--- config.mk ---
export PLATFORM = sky130hd
export DESIGN_NAME = uart_tx
export DESIGN_NICKNAME = d
export VERILOG_FILES = /design/src/rtl/uart_pkg.sv /design/src/rtl/uart_baud_tick.sv /design/src/rtl/uart_tx.sv
export SDC_FILE = /design/constraint.sdc
export NUM_CORES = 1
export LEC_CHECK = 0
export CAP_MARGIN = 25
export CORE_MARGIN = 2
export CORE_UTILIZATION = 57
export CTS_CLUSTER_SIZE = 8
export DETAILED_ROUTE_END_ITERATION = 7
export PLACE_DENSITY = 0.78
export SYNTH_ARGS = -nofsm -noshare
export SYNTH_HDL_FRONTEND = slang
export SYNTH_SLANG_ARGS = --single-unit
export TNS_END_PERCENT = 30
--- constraint.sdc ---
create_clock -name clock -period 6.3 [get_ports clock]
set_input_delay 1.575 -clock clock [delete_from_list [all_inputs] [get_ports clock]]
set_output_delay 1.575 -clock clock [all_outputs]
set_load 0.02 [all_outputs]
--- src/rtl/uart_pkg.sv ---
// -----------------------------------------------------------------------------
// uart_pkg
// Shared definitions for the UART transmit and receive paths. Both ends import
// the same state encoding, idle line level and default bit timing, so a
// transmitter and a receiver built with default parameters always agree.
// -----------------------------------------------------------------------------
package uart_pkg;

    // Frame sequencing states
    typedef enum logic [1:0] {
        IDLE  = 2'd0,
        START = 2'd1,
        DATA  = 2'd2,
        STOP  = 2'd3
    } uart_state_e;

    // Level of the serial line when no frame is in flight
    localparam logic LINE_IDLE = 1'b1;

    // Default frame timing and width shared by both ends
    localparam int unsigned DEFAULT_CLKS_PER_BIT = 16;
    localparam int unsigned DEFAULT_DATA_BITS    = 8;

endpackage

--- src/rtl/uart_baud_tick.sv ---
// -----------------------------------------------------------------------------
// uart_baud_tick
// Bit-period counter. Counts 0 .. CLKS_PER_BIT-1 while enabled and wraps to 0
// on the terminal count, pulsing tick for that one cycle.
//
// Ports:
//   clock  - rising-edge clock
//   reset  - asynchronous active-low reset (count -> 0)
//   enable - count advances only while high
//   clear  - synchronous clear, overrides enable
//   tick   - high during the cycle the count sits at its terminal value
// -----------------------------------------------------------------------------
module uart_baud_tick #(
    parameter int unsigned CLKS_PER_BIT = 16,
    parameter int unsigned COUNT_WIDTH  = 16
) (
    input  logic clock,
    input  logic reset,
    input  logic enable,
    input  logic clear,
    output logic tick
);

    localparam logic [COUNT_WIDTH-1:0] TERMINAL = COUNT_WIDTH'(CLKS_PER_BIT - 1);

    logic [COUNT_WIDTH-1:0] count_q;
    logic [COUNT_WIDTH-1:0] count_d;

    assign tick = enable && (count_q == TERMINAL);

    always_comb begin
        count_d = count_q;
        if (clear) begin
            count_d = '0;
        end else if (enable) begin
            count_d = tick ? '0 : count_q + COUNT_WIDTH'(1);
        end
    end

    always_ff @(posedge clock or negedge reset) begin
        if (!reset) begin
            count_q <= '0;
        end else begin
            count_q <= count_d;
        end
    end

endmodule

--- src/rtl/uart_tx.sv ---
// -----------------------------------------------------------------------------
// uart_tx
// Serial transmitter. Accepts a byte over a valid/ready handshake and sends it
// as one start bit (0), DATA_BITS data bits LSB first, and STOP_BITS stop bits
// (1), each held for CLKS_PER_BIT clocks.
//
// Ports:
//   clock   - rising-edge clock
//   reset   - asynchronous active-low reset; aborts any frame in progress
//   data_in - byte to send, sampled only on an accepted handshake
//   valid   - data_in is valid
//   ready   - block can accept a byte (registered)
//   out     - serial line, idles high (registered)
//   busy    - frame in progress (registered)
//
// All three outputs come straight from flops. The line register follows the
// state one cycle later, so after an accept at edge t the start bit begins at
// edge t+1, while ready/busy track the state directly. That offset is what
// produces the single idle-high cycle between back-to-back frames.
// -----------------------------------------------------------------------------
module uart_tx
    import uart_pkg::*;
#(
    parameter int unsigned CLKS_PER_BIT = DEFAULT_CLKS_PER_BIT,
    parameter int unsigned DATA_BITS    = DEFAULT_DATA_BITS,
    parameter int unsigned STOP_BITS    = 1,
    parameter int unsigned COUNT_WIDTH  = 16
) (
    input  logic                 clock,
    input  logic                 reset,
    input  logic [DATA_BITS-1:0] data_in,
    input  logic                 valid,
    output logic                 ready,
    output logic                 out,
    output logic                 busy
);

    localparam int unsigned IDX_WIDTH = $clog2(DATA_BITS + 1);
    localparam logic [IDX_WIDTH-1:0] LAST_DATA = IDX_WIDTH'(DATA_BITS - 1);
    localparam logic [IDX_WIDTH-1:0] LAST_STOP = IDX_WIDTH'(STOP_BITS - 1);

    uart_state_e          state_q, state_d;
    logic [DATA_BITS-1:0] shift_q, shift_d;
    logic [IDX_WIDTH-1:0] bit_idx_q, bit_idx_d;
    logic                 out_q, out_d;
    logic                 ready_q, ready_d;
    logic                 busy_q, busy_d;

    logic accept;
    logic tick;

    // ready_q is high exactly when the state register holds IDLE
    assign accept = valid && ready_q;

    uart_baud_tick #(
        .CLKS_PER_BIT (CLKS_PER_BIT),
        .COUNT_WIDTH  (COUNT_WIDTH)
    ) u_baud_tick (
        .clock  (clock),
        .reset  (reset),
        .enable (state_q != IDLE),
        .clear  (accept),
        .tick   (tick)
    );

    // Next-state logic; the bit index is reused to count stop bits
    always_comb begin
        state_d   = state_q;
        shift_d   = shift_q;
        bit_idx_d = bit_idx_q;

        case (state_q)
            IDLE: begin
                if (accept) begin
                    shift_d   = data_in;
                    bit_idx_d = '0;
                    state_d   = START;
                end
            end
            START: begin
                if (tick) begin
                    state_d = DATA;
                end
            end
            DATA: begin
                if (tick) begin
                    shift_d = shift_q >> 1;
                    if (bit_idx_q == LAST_DATA) begin
                        bit_idx_d = '0;
                        state_d   = STOP;
                    end else begin
                        bit_idx_d = bit_idx_q + IDX_WIDTH'(1);
                    end
                end
            end
            STOP: begin
                if (tick) begin
                    if (bit_idx_q == LAST_STOP) begin
                        bit_idx_d = '0;
                        state_d   = IDLE;
                    end else begin
                        bit_idx_d = bit_idx_q + IDX_WIDTH'(1);
                    end
                end
            end
            default: begin
                state_d = IDLE;
            end
        endcase
    end

    // Output register inputs: line level from the current state, handshake
    // flags from the next state
    always_comb begin
        out_d = LINE_IDLE;
        case (state_q)
            START:   out_d = 1'b0;
            DATA:    out_d = shift_q[0];
            default: out_d = LINE_IDLE;
        endcase
        ready_d = (state_d == IDLE);
        busy_d  = (state_d != IDLE);
    end

    always_ff @(posedge clock or negedge reset) begin
        if (!reset) begin
            state_q   <= IDLE;
            shift_q   <= '0;
            bit_idx_q <= '0;
            out_q     <= LINE_IDLE;
            ready_q   <= 1'b1;
            busy_q    <= 1'b0;
        end else begin
            state_q   <= state_d;
            shift_q   <= shift_d;
            bit_idx_q <= bit_idx_d;
            out_q     <= out_d;
            ready_q   <= ready_d;
            busy_q    <= busy_d;
        end
    end

    assign out   = out_q;
    assign ready = ready_q;
    assign busy  = busy_q;

endmodule

==> impl_metrics.py <==
metrics = {
    "outcome": {
        "status": "finished clean",
    },
    "drt": {
        "drc_errors": 0,
        "number_of_drc_markers_in_iteration_0": 65,
        "routed-via-count": 1444,
        "wl_per_cell_um": 15.8,
        "drt-pass1-iter-count": 4,
        "totalWireLength_mm": 3.68,
        "drt.antenna.violating_nets": 0,
        "routed_via_density": 6.20,
    },
    "floorplan": {
        "die_height_um": 60.4,
        "initial_util_pct": 59.9,
        "floorplan.rows": 20,
        "core_area_um2": 3030,
        "fp.dieArea_um2": 3650,
        "die_span_in_x_um": 60.4,
        "pin_count": 14,
    },
    "power": {
        "power_switching_mw": 0.256,
        "power.switching_fraction_pct": 36.1,
        "p_int_mw": 0.452,
        "power.density_cell_area_nw_per_um2": 346,
        "p_leak_nw": 0.857,
        "sequential_share_of_power_pct": 47.5,
        "combinational_group_share_of_total_power_pct": 32.7,
        "clock_power_share_pct": 19.8,
        "vdd.ir_drop.worst_mv": 0.193,
    },
    "clock_tree": {
        "tritoncts_clock_tree": "built",
        "numClockSinks": 33,
        "clk_path_buf_depth": 2,
        "number_of_cells_upsized_or_downsized_after_cts": 0,
        "cts_max_level": 2,
        "clkTransAtPathRegs_ns": 0.10,
        "cts_hold_repair.buffers": 0,
        "cts-root-buf": "sky130_fd_sc_hd__clkbuf_4",
        "cts_made_buffers": 5,
        "worst_skew_pair.late_latency_ns": 0.34,
        "post_cts_setup_buffer_count": 0,
    },
    "setup_path": {
        "critical_path_arrival_ns": 3.56,
        "crit_path_end_kind": "flip-flop",
        "setup.reg_to_reg.worst_slack_ns": 3.66,
        "data_required_time_at_the_worst_endpoint_ns": 6.53,
        "worst_setup_path_start_kind": "primary input",
        "worstReg2RegStart": "u_baud_tick.count_q[12]",
        "critical_path.reg2reg.endpoint": "shift_q[6]",
        "crit_type": "primary input to flip-flop",
        "crit_fanout": 8,
        "worstRegToRegCells": 4,
    },
    "place": {
        "place.gp.congestion": 0.879,
        "port_buffers": 13,
        "detailed_place.area_um2": 1980,
        "dp_hpwl_mm": 2.55,
    },
    "sta": {
        "final.period_utilization_pct": 52.8,
        "hold_violations": 0,
        "relSlewSlack_pct": 48.4,
        "worstMarginPinSlew_ns": 0.772,
        "fin_tns_setup_ns": 0,
        "final.min_clock_period_ns": 3.33,
        "slew_viol_final": 0,
        "max_clock_freq_ghz": 0.300,
        "clock_skew_ns": 0.0103,
        "rsz0062_at_grt": "no",
        "finalSetupViolCount": 0,
    },
    "grt": {
        "grt_antenna_before_repair": 0,
        "grt_max_degree": 34,
        "gr-total-overflow": 0,
        "number_of_global_route_vias_before_repair": 1511,
        "grt_usage_pct": 24.1,
        "grt_first_pass_wirelength_mm": 6.51,
    },
    "worst_hold_path": {
        "min_path_type": "flip-flop to flip-flop",
        "timing.hold.worst.start": "u_baud_tick.count_q[15]",
        "min_delay_worst_endpoint": "u_baud_tick.count_q[15]",
        "whs_path_depth": 1,
    },
    "yosys": {
        "synth_nets": 185,
        "netlist_area_um2": 1810,
        "dominant_synthesized_flop_cell": "sky130_fd_sc_hd__dfrtp_1",
        "synth_async_sr_flop_share_pct": 100,
        "synthesis.instances": 171,
        "yosysUniqueCellTypes": 47,
        "yosys.area.top_type": "sky130_fd_sc_hd__dfrtp_1",
        "area_share_of_the_leading_cell_type_in_the_synthesized_netlist_pct": 42.8,
        "number_of_synthesized_register_bits": 33,
        "synth_area_leaders": "sky130_fd_sc_hd__dfrtp_1, sky130_fd_sc_hd__mux2_4, sky130_fd_sc_hd__mux2_2, sky130_fd_sc_hd__dfstp_2, sky130_fd_sc_hd__nor2_1",
        "yosysWarningCount": 0,
        "seq_area_frac_synth_pct": 45.7,
        "postSynthAreaPerCell_um2": 10.6,
        "synth_edf_count": 0,
    },
    "finish": {
        "design.final.nets": 202,
        "area_growth_syn_to_layout_pct": 12.8,
        "antenna_cells_inserted": 0,
        "final_cell_area_um2": 2050,
        "post_route_cells_drive_above_1_share_pct": 20.1,
    },
    "run": {
        "cap_violations": 0,
    },
}
[final cells by class]
cell class	count	area (um2)
clock buffer	7	65.1
clock inverter	1	5.00
sequential	33	828
inverter	8	30.0
multi-input combinational	126	926
tap	44	55.1
fill	223	981
timing repair buffer	14	138
[cells by family after synthesis]
family                   after synthesis  share of synthesized area (%)
multiplexers                          16                           11.2
AND/OR/NAND/NOR                       70                           22.4
AO/OA/AOI/OAI                         29                           11.4
buffers and inverters                 12                           3.31
XOR/XNOR                               8                           3.86
flip-flops                            33                           45.7
adder cells (fa/ha/maj)                3                           2.07
[worst max-delay path: stages]
cell                              delay (ns)
sky130_fd_sc_hd__clkdlybuf4s50_1        0.53
sky130_fd_sc_hd__nand2_1                0.15
sky130_fd_sc_hd__nor3_1                 0.56
sky130_fd_sc_hd__a21o_1                 0.41
sky130_fd_sc_hd__mux2_4                 0.34
[Yosys cell counts, types with 3 or more instances]
master / number
sky130_fd_sc_hd__mux2_2: 7
sky130_fd_sc_hd__nor4_1: 6
sky130_fd_sc_hd__a31oi_1: 7
sky130_fd_sc_hd__nor4bb_1: 3
sky130_fd_sc_hd__xnor2_1: 6
sky130_fd_sc_hd__nor3_1: 5
sky130_fd_sc_hd__nand4_1: 8
sky130_fd_sc_hd__nand2_1: 12
sky130_fd_sc_hd__mux2_4: 7
sky130_fd_sc_hd__or3b_2: 4
sky130_fd_sc_hd__dfrtp_1: 31
sky130_fd_sc_hd__nor2_1: 14
sky130_fd_sc_hd__a21oi_1: 5
sky130_fd_sc_hd__inv_1: 7
sky130_fd_sc_hd__ha_1: 3
sky130_fd_sc_hd__nand3_1: 7
sky130_fd_sc_hd__o21ai_0: 3
[metrics by stage]
stage                     cells  power (mW)  util (%)  setup slack, ns  hold slack, ns
after floorplan             171       0.504         -             3.51           0.442
after global placement      225       0.556      65.3             2.68           0.463
after detailed placement    225       0.568      65.3             2.63           0.477
after CTS                   233       0.710      67.6             3.00           0.492
after global routing        233       0.756      67.6             2.80           0.518
final                       233       0.708      67.6             2.97           0.491
[state kept, by name (all words and copies together), names as in the netlist]
| name | flops |
|---|---|
| ready | 1 |
| busy | 1 |
| state_q | 2 |
| u_baud_tick.count_q | 16 |
| out | 1 |
| bit_idx_q | 4 |
| shift_q | 8 |
[worst max-delay path by stage]
stage / start / to / slack [ns] / cells after the start
after global placement: valid / shift_q[4] / 2.68 / 5
after floorplan: valid / shift_q[0] / 3.51 / 5
after detailed placement: valid / shift_q[4] / 2.63 / 5
after global routing: valid / shift_q[3] / 2.80 / 5
after CTS: valid / shift_q[6] / 3.00 / 5
final: valid / shift_q[6] / 2.97 / 5
[per-layer routing]
metal / up-vias / part of all wire [%] / GRT usage (%)
li1: 676 / - / -
met1: 713 / 44 / 29.2
met2: 46 / 50 / 39.8
met3: 9 / 4.7 / 5.76
met4: 0 / 1.9 / 13.4
met5: - / 0 / 0
[power by group through the flow]
stage	sequential, mW	combinational [mW]	clock [mW]
2_1_floorplan	0.320	0.184	0
3_3_place_gp	0.335	0.220	0
3_5_place_dp	0.339	0.229	0
4_1_cts	0.334	0.231	0.144
5_1_grt	0.345	0.260	0.151
6_report	0.336	0.231	0.140
[cells in the final DEF (no fill, tap or decap), types with 2 or more instances in the layout]
cell type	n
sky130_fd_sc_hd__a21oi_1	5
sky130_fd_sc_hd__a31oi_1	7
sky130_fd_sc_hd__clkbuf_4	5
sky130_fd_sc_hd__clkbuf_8	2
sky130_fd_sc_hd__clkdlybuf4s50_1	13
sky130_fd_sc_hd__dfrtp_1	31
sky130_fd_sc_hd__dfstp_2	2
sky130_fd_sc_hd__ha_1	3
sky130_fd_sc_hd__inv_1	7
sky130_fd_sc_hd__mux2_2	7
sky130_fd_sc_hd__mux2_4	7
sky130_fd_sc_hd__mux2i_1	2
sky130_fd_sc_hd__nand2_1	12
sky130_fd_sc_hd__nand3_1	7
sky130_fd_sc_hd__nand4_1	8
sky130_fd_sc_hd__nor2_1	14
sky130_fd_sc_hd__nor3_1	5
sky130_fd_sc_hd__nor4_1	6
sky130_fd_sc_hd__nor4bb_1	3
sky130_fd_sc_hd__o21ai_0	3
sky130_fd_sc_hd__or3b_2	4
sky130_fd_sc_hd__or4_1	2
sky130_fd_sc_hd__or4_4	2
sky130_fd_sc_hd__xnor2_1	6
sky130_fd_sc_hd__xor2_1	2
Power figures use the tool's default switching activity.
